**src/rtl/press_gen.sv**
```systemverilog
// Press/release waveform generator: turns single-cycle trigger requests into
// held presses followed by a guaranteed low gap. Optional done pulse: PRESS_GEN_DONE_EN.
module press_gen #(
    parameter int HOLD_W     = 8,
    parameter int GAP_CYCLES = 2,
    parameter int MAX_PEND   = 3,
    parameter int PEND_W     = 2
) (
    input  logic              clk,
    input  logic              reset,
    input  logic              trig,
    input  logic [HOLD_W-1:0] hold_len,
    output logic              out,
    output logic              busy,
    output logic [PEND_W-1:0] pend_cnt,
    output logic              overflow
`ifdef PRESS_GEN_DONE_EN
    ,
    output logic              done
`endif
);

    localparam int GAP_W = $clog2(GAP_CYCLES + 1);
    localparam logic [HOLD_W-1:0] HOLD_ONE = HOLD_W'(1);
    localparam logic [GAP_W-1:0]  GAP_ONE  = GAP_W'(1);
    localparam logic [GAP_W-1:0]  GAP_LOAD = GAP_W'(GAP_CYCLES);
    localparam logic [PEND_W-1:0] PEND_MAX = PEND_W'(MAX_PEND);

    typedef enum logic [1:0] {
        IDLE  = 2'd0,
        PRESS = 2'd1,
        GAP   = 2'd2
    } state_t;

    state_t            state_reg, state_next;
    logic [HOLD_W-1:0] hold_reg, hold_next;
    logic [GAP_W-1:0]  gap_reg, gap_next;
    logic [PEND_W-1:0] pend_reg, pend_next;
    logic              ovf_reg, ovf_next;
    logic [HOLD_W-1:0] hold_load;
    logic              gap_end;
    logic              pop;
    logic              consume;
    logic              push;

    // A zero hold request still yields a one-cycle press.
    assign hold_load = (hold_len == '0) ? HOLD_ONE : hold_len;
    assign gap_end   = (state_reg == GAP) && (gap_reg <= GAP_ONE);

    always_comb begin
        state_next = state_reg;
        hold_next  = hold_reg;
        gap_next   = gap_reg;
        pend_next  = pend_reg;
        ovf_next   = 1'b0;
        pop        = 1'b0;
        consume    = 1'b0;
        push       = 1'b0;

        case (state_reg)
            IDLE: begin
                if (trig) begin
                    state_next = PRESS;
                    hold_next  = hold_load;
                    consume    = 1'b1;
                end
            end
            PRESS: begin
                if (hold_reg <= HOLD_ONE) begin
                    state_next = GAP;
                    gap_next   = GAP_LOAD;
                end else begin
                    hold_next = hold_reg - HOLD_ONE;
                end
            end
            GAP: begin
                if (gap_end) begin
                    // Queued requests take priority over a fresh trigger.
                    if (pend_reg != '0) begin
                        state_next = PRESS;
                        hold_next  = hold_load;
                        pop        = 1'b1;
                    end else if (trig) begin
                        state_next = PRESS;
                        hold_next  = hold_load;
                        consume    = 1'b1;
                    end else begin
                        state_next = IDLE;
                    end
                end else begin
                    gap_next = gap_reg - GAP_ONE;
                end
            end
            default: state_next = IDLE;
        endcase

        push = trig && !consume && (state_reg != IDLE);

        // A push coinciding with a pop frees its own slot, so it never overflows.
        if (push && pop) begin
            pend_next = pend_reg;
        end else if (push) begin
            if (pend_reg < PEND_MAX) begin
                pend_next = pend_reg + PEND_W'(1);
            end else begin
                ovf_next = 1'b1;
            end
        end else if (pop) begin
            pend_next = pend_reg - PEND_W'(1);
        end
    end

    always_ff @(posedge clk or negedge reset) begin
        if (!reset) begin
            state_reg <= IDLE;
            hold_reg  <= '0;
            gap_reg   <= '0;
            pend_reg  <= '0;
            ovf_reg   <= 1'b0;
        end else begin
            state_reg <= state_next;
            hold_reg  <= hold_next;
            gap_reg   <= gap_next;
            pend_reg  <= pend_next;
            ovf_reg   <= ovf_next;
        end
    end

    assign out      = (state_reg == PRESS);
    assign busy     = (state_reg != IDLE);
    assign pend_cnt = pend_reg;
    assign overflow = ovf_reg;

`ifdef PRESS_GEN_DONE_EN
    logic done_reg;

    always_ff @(posedge clk or negedge reset) begin
        if (!reset) begin
            done_reg <= 1'b0;
        end else begin
            done_reg <= gap_end;
        end
    end

    assign done = done_reg;
`endif

endmodule

```
**config.mk**
```make
export PLATFORM = sky130hd
export DESIGN_NAME = press_gen
export DESIGN_NICKNAME = d
export VERILOG_FILES = /design/src/rtl/press_gen.sv
export SDC_FILE = /design/constraint.sdc
export NUM_CORES = 1
export LEC_CHECK = 0
export CORE_AREA = 2 2 79 58
export DETAILED_ROUTE_END_ITERATION = 16
export DIE_AREA = 0 0 81 60
export GPL_ROUTABILITY_DRIVEN = 0
export PLACE_DENSITY_LB_ADDON = 0.05
export SLEW_MARGIN = 20
export SYNTH_ARGS = -nofsm -noshare
export SYNTH_HDL_FRONTEND = slang
export SYNTH_SLANG_ARGS = --single-unit
```
**constraint.sdc**
```tcl
create_clock -name clk -period 4.15 [get_ports clk]
set_clock_uncertainty 0.15 [all_clocks]
set_input_delay 0.415 -clock clk [delete_from_list [all_inputs] [get_ports clk]]
set_output_delay 0.415 -clock clk [all_outputs]
set_load 0.05 [all_outputs]
```
==> results of run 1 <==
==> worst paths after layout <==
kind / end / slack (ps) / start / depth (start not counted)
setup / recovery: out / 1290 / state_reg[1] / 3
hold reg to reg: state_reg[1] / 410 / state_reg[1] / 1
max in group asynchronous: hold_reg[3] / 2900 / reset / 1
hold / removal: state_reg[1] / 410 / state_reg[1] / 1
setup reg to reg: hold_reg[3] / 1740 / state_reg[0] / 5
min in group asynchronous: state_reg[0] / 470 / reset / 1
==> cell families after synthesis <==
| family | synth area share, % |
|---|---|
| and+or+nand+nor | 25.23 |
| AOI/OAI and AO/OA | 27.58 |
| buffers and inverters | 6.238 |
| DFF | 27.12 |
| muxes | 6.872 |
| adders and majority gates | 6.329 |
| xor gates and xnor gates | 0.6330 |
==> report_power, final <==
| group | switching (W) | internal (W) |
|---|---|---|
| sequential | 0.0000885 | 0.000202 |
| clock | 0.0000586 | 0.0000682 |
| combinational | 0.000348 | 0.000268 |
==> layout make-up <==
cell class | count | area, µm² | share of cell area [%]
Timing Repair Buffer | 16 | 157.7 | 9.813
Tap cell | 55 | 68.82 | 4.283
Inverter | 10 | 37.54 | 2.336
Clock buffer | 4 | 45.04 | 2.804
Multi-Input combinational cell | 132 | 922.1 | 57.40
Sequential cell | 15 | 375.4 | 23.36
==> metrics by stage <==
stage,util (%),cells,hold WS [ps],setup WS (ps)
6_report,38.67,232,412.3,1294
4_1_cts,38.67,232,415.1,1318
2_1_floorplan,-,168,-30.59,1819
3_5_place_dp,37.59,228,399.6,1495
3_3_place_gp,37.59,228,383.6,1563
5_1_grt,38.67,232,434.9,1222
==> metal layers <==
metal	up-vias	wire length, µm	global-route usage [%]
met4	0	69	5.569
met3	6	229	5.136
li1	646	-	-
met5	-	0	0
met1	633	1922	23.92
met2	37	1600	24.79
==> cell usage in the layout, fill, tap and decap left out, types with 2 or more instances in the layout <==
| cell type | n |
|---|---|
| o221a_2 | 2 |
| a22oi_1 | 3 |
| a31o_2 | 2 |
| mux2i_1 | 5 |
| nand3_1 | 2 |
| mux2_2 | 4 |
| nor4_1 | 3 |
| nor2_1 | 10 |
| or4_1 | 3 |
| a22o_1 | 2 |
| nor3_1 | 4 |
| a21oi_1 | 4 |
| nand2_1 | 16 |
| inv_1 | 10 |
| clkdlybuf4s50_1 | 15 |
| a21boi_0 | 4 |
| ha_1 | 7 |
| a41oi_1 | 2 |
| o22ai_1 | 4 |
| dfrtp_1 | 15 |
| o31ai_1 | 3 |
| nand3b_1 | 4 |
| clkbuf_8 | 3 |
| o21bai_1 | 2 |
| a211oi_1 | 4 |
| nor3b_1 | 4 |
| nand2b_1 | 8 |
| o21ai_0 | 11 |
==> worst max-delay path, delay by kind of cell (launching register included) <==
family	cells	cell delay, ps
buffers and inverters	2	1020
adders and majority gates	1	590
DFF	1	420
==> flow_metrics.env, run 1 <==
export IMPL_ys_seq_elements=15
export IMPL_yosysTopAreaCellShare_pct=27.12
export IMPL_cts_root_buffer="clkbuf_8"
export IMPL_die_h_um=60
export IMPL_cts_tree="yes"
export IMPL_start_util_pct=33.31
export IMPL_num_fill_cells=428
export IMPL_synthCells=168
export IMPL_cp_end_kind="output port"
export IMPL_antenna_found_initial=0
export IMPL_hold_buffers=0
export IMPL_relSlewSlack_pct=42.34
export IMPL_grt_pass1_vias=1238
export IMPL_drt_pass1_iter_count=4
export IMPL_hold_path_class="reg -> reg"
export IMPL_post_cts_buffers=0
export IMPL_wl_per_cell_um=16.47
export IMPL_placed_area_um2=1562
export IMPL_grt_max_degree=20
export IMPL_chipWidth_um=81
export IMPL_ios=16
export IMPL_critical_path_cell_chain="inv_1, ha_1, clkdlybuf4s50_1"
export IMPL_dp_hpwl_mm=2.757
export IMPL_fp_row_count=20
export IMPL_max_vdd_ir_drop_mv=0.2692
export IMPL_ys_types=48
export IMPL_dieArea_um2=4860
export IMPL_critical_path_max_fanout=18
export IMPL_tns_ps=0
export IMPL_avgSynthCellArea_um2=8.237
export IMPL_fin_crit_sh_pct=68.82
export IMPL_async_flop_share_pct=100.0
export IMPL_drc_errors=0
export IMPL_critPathRequiredTime_ps=3590
export IMPL_report_final_slew_viol_count=0
export IMPL_avgViaCountPerCell=5.698
export IMPL_final_area_um2=1607
export IMPL_synthTopCellsByCount="nand2_1, dfrtp_1, o21ai_0"
export IMPL_cts_max_level=1
export IMPL_overflow=0
export IMPL_clk_pin_slew_ps=70
export IMPL_tightest_slew_ps=864.9
export IMPL_rsz0062_at_grt="no"
export IMPL_p_leak_nw=0.6373
export IMPL_worst_setup_path_start_kind="flip-flop"
export IMPL_syn_area_um2=1384
export IMPL_diodes=0
export IMPL_synth_edf_count=0
export IMPL_setup_viol=0
export IMPL_power_density_nw_per_um2=642.8
export IMPL_clock_path_buffers=2
export IMPL_cp_slowest_cell="clkdlybuf4s50_1"
export IMPL_grt_pass1_wl_mm=6.147
export IMPL_syn_to_final_growth_pct=16.09
export IMPL_yosysSeqAreaShare_pct=27.12
export IMPL_slowest_delay_ps=930
export IMPL_fmax_mhz=350.1
export IMPL_ant_nets=0
export IMPL_core_area_um2=4154
export IMPL_grt_usage_pct=17.00
export IMPL_final_hold_violation_count=0
export IMPL_worstSetupPathType="reg -> out"
export IMPL_largest_reg_flops=8
export IMPL_drt_iter0_drc=65
export IMPL_yosys_cell_count_top_type="nand2_1"
export IMPL_drive_gt1_share_pct=8.475
export IMPL_io_buffers=15
export IMPL_cts_buffers=3
export IMPL_synth_warnings=0
export IMPL_outcome="finished clean"
export IMPL_max_cap_viol_count=0
export IMPL_clk_latency_ps=250
export IMPL_final_nets=196
export IMPL_cts_num_sinks=15
export IMPL_synth_area_leaders="dfrtp_1, ha_1, nand2_1"
export IMPL_synth_nets=186
export IMPL_synthFlopType="dfrtp_1"
export IMPL_total_power_w=0.001033
export IMPL_arrival_ps=2290
export IMPL_drt_total_wl_mm=3.822
export IMPL_synth_largest_area_cell="dfrtp_1"
export IMPL_post_route_min_period_ps=2856
export IMPL_vias=1322
export IMPL_post_cts_resized=0
Note: power is estimated with default switching activity, not from simulation.
==> inputs of run 2 (changes only) <==
clock period = 3 ns   (was 4.15 ns; I/O delays follow)
==> flow_metrics.env, run 2 (synthesized netlist as in run 1, its figures left out) <==
export IMPL_outcome="finished clean"
export IMPL_worstSetupPathType="reg -> out"
export IMPL_final_hold_violation_count=0
export IMPL_diodes=0
export IMPL_cts_tree="yes"
export IMPL_power_density_nw_per_um2=902.2
export IMPL_post_cts_buffers=0
export IMPL_drive_gt1_share_pct=10.56
export IMPL_max_vdd_ir_drop_mv=0.3449
export IMPL_arrival_ps=2260
export IMPL_clk_latency_ps=260
export IMPL_cts_num_sinks=15
export IMPL_clock_path_buffers=2
export IMPL_drc_errors=0
export IMPL_antenna_found_initial=0
export IMPL_rsz0062_at_grt="no"
export IMPL_largest_reg_flops=8
export IMPL_io_buffers=15
export IMPL_drt_pass1_iter_count=4
export IMPL_chipWidth_um=81
export IMPL_syn_to_final_growth_pct=17.81
export IMPL_post_place_ws_ps=572.7
export IMPL_slowest_delay_ps=920
export IMPL_setup_slack_ps=293.8
export IMPL_critical_path_cell_chain="inv_1, ha_1, clkdlybuf4s50_1"
export IMPL_ios=16
export IMPL_cp_end_kind="output port"
export IMPL_grt_pass1_vias=1291
export IMPL_post_route_min_period_ps=2706
export IMPL_fmax_mhz=369.5
export IMPL_dieArea_um2=4860
export IMPL_fp_row_count=20
export IMPL_final_common_cell="nand2_1"
export IMPL_worst_setup_path_start_kind="flip-flop"
export IMPL_core_area_um2=4154
export IMPL_cp_slowest_cell="clkdlybuf4s50_1"
export IMPL_clk_pin_slew_ps=80
export IMPL_wl_per_cell_um=17.89
export IMPL_drt_iter0_drc=123
export IMPL_hold_ws_ps=336.0
export IMPL_post_cts_resized=0
export IMPL_hold_path_class="in -> async"
export IMPL_fin_crit_sh_pct=90.21
export IMPL_dp_hpwl_mm=2.938
export IMPL_setup_viol=0
export IMPL_cts_buffers=3
export IMPL_layout_cells_most_common_list="nand2_1, dfrtp_1, clkdlybuf4s50_1"
export IMPL_critPathRequiredTime_ps=2550
export IMPL_die_h_um=60
export IMPL_tns_ps=0
export IMPL_drt_total_wl_mm=4.205
export IMPL_hold_buffers=0
export IMPL_cts_root_buffer="clkbuf_8"
export IMPL_vias=1388
export IMPL_avgViaCountPerCell=5.906
export IMPL_ant_nets=0
export IMPL_start_util_pct=33.31
export IMPL_grt_usage_pct=19.11
export IMPL_overflow=0
export IMPL_relSlewSlack_pct=37.74
export IMPL_p_leak_nw=0.6557
export IMPL_max_cap_viol_count=0
export IMPL_grt_max_degree=21
export IMPL_final_nets=199
export IMPL_grt_pass1_wl_mm=6.858
export IMPL_tightest_slew_ps=933.9
export IMPL_cts_max_level=1
export IMPL_critical_path_max_fanout=18
export IMPL_report_final_slew_viol_count=0
## run 2: path summary, 6_finish.rpt
kind / cells past startpoint / start / slack, ps / endpoint
max reg2reg: 5 / state_reg[1] / 580 / hold_reg[7]
max in group asynchronous: 1 / reset / 1890 / gap_reg[1]
min reg2reg: 1 / state_reg[1] / 420 / state_reg[1]
max: 3 / state_reg[1] / 290 / out
min: 1 / reset / 340 / gap_reg[0]
min in group clk: 1 / state_reg[1] / 420 / state_reg[1]
## run 2: stage by stage
stage	power [W]	area [µm²]	utilization [%]	cells
2_1_floorplan	0.001044	1384	-	168
3_3_place_gp	0.001257	1584	38.13	231
3_5_place_dp	0.001275	1584	38.13	231
4_1_cts	0.001466	1630	39.25	235
5_1_grt	0.001599	1630	39.25	235
6_report	0.001471	1630	39.25	235
## run 2: layout make-up
type	count	area, µm²
Clock buffer	3	41.29
Clock inverter	1	5.005
Fill cell	443	2524
Inverter	10	37.54
Multi-Input combinational cell	132	922.1
Sequential cell	15	375.4
Tap cell	55	68.82
Timing Repair Buffer	19	180.2
## run 2: worst max-delay path, delay by kind of cell, from the launching register on
kind / cells / cell delay [ps]
buffers and inverters: 2 / 1010
adders and majority gates: 1 / 560
DFF: 1 / 410
## run 2: power breakdown
part	internal, W	total [W]	switching (W)
logic	0.000386	0.000888	0.000502
registers	0.000279	0.000398	0.000119
clock network	0.0000925	0.000185	0.0000921
## run 2: routing by layer
layer / global-route usage [%] / vias up / part of all wire (%) / routed length, µm
met5: 0 / - / 0 / 0
met2: 27.98 / 45 / 43 / 1796
met1: 29.07 / 684 / 52 / 2170
met3: 3.927 / 2 / 5.2 / 217
met4: 3.390 / 0 / 0.48 / 20
li1: - / 657 / - / -
==> inputs of run 3 (changes only) <==
MAX_ROUTING_LAYER = met4   (was not set)
==> flow_metrics.env, run 3 (synthesized netlist as in run 1, its figures left out) <==
export IMPL_grt_pass1_vias=1291
export IMPL_drt_total_wl_mm=4.182
export IMPL_critical_path_max_fanout=18
export IMPL_drt_iter0_drc=126
export IMPL_grt_usage_pct=19.69
export IMPL_worstSetupPathType="reg -> out"
export IMPL_setup_slack_ps=283.4
export IMPL_critPathRequiredTime_ps=2550
export IMPL_tightest_slew_ps=919.5
export IMPL_fp_row_count=20
export IMPL_final_area_um2=1630
export IMPL_post_route_min_period_ps=2717
export IMPL_dp_hpwl_mm=2.938
export IMPL_grt_max_degree=21
export IMPL_diodes=0
export IMPL_syn_to_final_growth_pct=17.81
export IMPL_final_hold_violation_count=0
export IMPL_grt_pass1_wl_mm=6.865
export IMPL_setup_viol=0
export IMPL_clock_path_buffers=2
export IMPL_final_common_cell="nand2_1"
export IMPL_post_place_ws_ps=572.7
export IMPL_relSlewSlack_pct=38.70
export IMPL_fmax_mhz=368.1
export IMPL_cts_max_level=1
export IMPL_cts_tree="yes"
export IMPL_io_buffers=15
export IMPL_final_nets=199
export IMPL_largest_reg_flops=8
export IMPL_hold_buffers=0
export IMPL_cts_num_sinks=15
export IMPL_drt_pass1_iter_count=4
export IMPL_post_cts_resized=0
export IMPL_ant_nets=0
export IMPL_core_area_um2=4154
export IMPL_cp_end_kind="output port"
export IMPL_start_util_pct=33.31
export IMPL_avgViaCountPerCell=5.847
export IMPL_placed_area_um2=1584
export IMPL_power_density_nw_per_um2=899.4
export IMPL_rsz0062_at_grt="no"
export IMPL_cts_buffers=3
export IMPL_worst_setup_path_start_kind="flip-flop"
export IMPL_overflow=0
export IMPL_vias=1374
export IMPL_arrival_ps=2270
export IMPL_p_leak_nw=0.6557
export IMPL_layout_cells_most_common_list="nand2_1, dfrtp_1, clkdlybuf4s50_1"
export IMPL_fin_crit_sh_pct=90.55
export IMPL_cts_root_buffer="clkbuf_8"
export IMPL_antenna_found_initial=0
export IMPL_ios=16
export IMPL_r2r_cells=5
export IMPL_tns_ps=0
export IMPL_die_h_um=60
export IMPL_report_final_slew_viol_count=0
export IMPL_clk_pin_slew_ps=80
export IMPL_hold_ws_ps=337.7
export IMPL_drive_gt1_share_pct=10.56
export IMPL_drc_errors=0
export IMPL_outcome="finished clean"
export IMPL_wl_per_cell_um=17.80
export IMPL_final_util_pct=39.25
export IMPL_clk_latency_ps=260
export IMPL_chipWidth_um=81
export IMPL_max_vdd_ir_drop_mv=0.3450
export IMPL_dieArea_um2=4860
export IMPL_max_cap_viol_count=0
export IMPL_post_cts_buffers=0
export IMPL_hold_path_class="in -> async"
-- run 3: worst paths after layout --
path | from | endpoint | slack (ps)
setup / recovery | state_reg[1] | out | 280
hold / removal | reset | gap_reg[0] | 340
setup reg to reg | state_reg[1] | hold_reg[7] | 580
hold reg to reg | state_reg[1] | state_reg[1] | 420
max in group asynchronous | reset | gap_reg[1] | 1880
min in group clk | state_reg[1] | state_reg[1] | 420
-- run 3: metrics by stage --
stage               std cells  power, W
global placement          231  0.001257
finish                    235  0.001466
CTS                       235  0.001466
global route              235  0.001599
detailed placement        231  0.001275
floorplan                 168  0.001044
-- run 3: routing by layer --
layer  track usage (%)  vias to the layer above  routed length (µm)
met2             28.10                       36                1800
li1                  -                      656                   -
met3             3.927                        4                 226
met5                 -                        -                   0
met4             3.390                        0                  25
met1             28.98                      678                2129
-- run 3: power breakdown --
part           switching [W]  internal [W]
clock              0.0000920     0.0000925
sequential          0.000118      0.000279
combinational       0.000498      0.000386
total               0.000709      0.000757
-- run 3: layout make-up --
| type | instances | area [µm²] |
|---|---|---|
| sequential | 15 | 375.4 |
| clock buffer | 3 | 41.29 |
| multi-input combinational | 132 | 922.1 |
| clock inverter | 1 | 5.005 |
| inverter | 10 | 37.54 |
| fill | 443 | 2524 |
| timing repair buffer | 19 | 180.2 |
| tap | 55 | 68.82 |
-- run 3: critical path, cell delays in order (launching register included) --
cell and delay [ps]:
dfrtp_1 410, inv_1 90, ha_1 570, clkdlybuf4s50_1 930
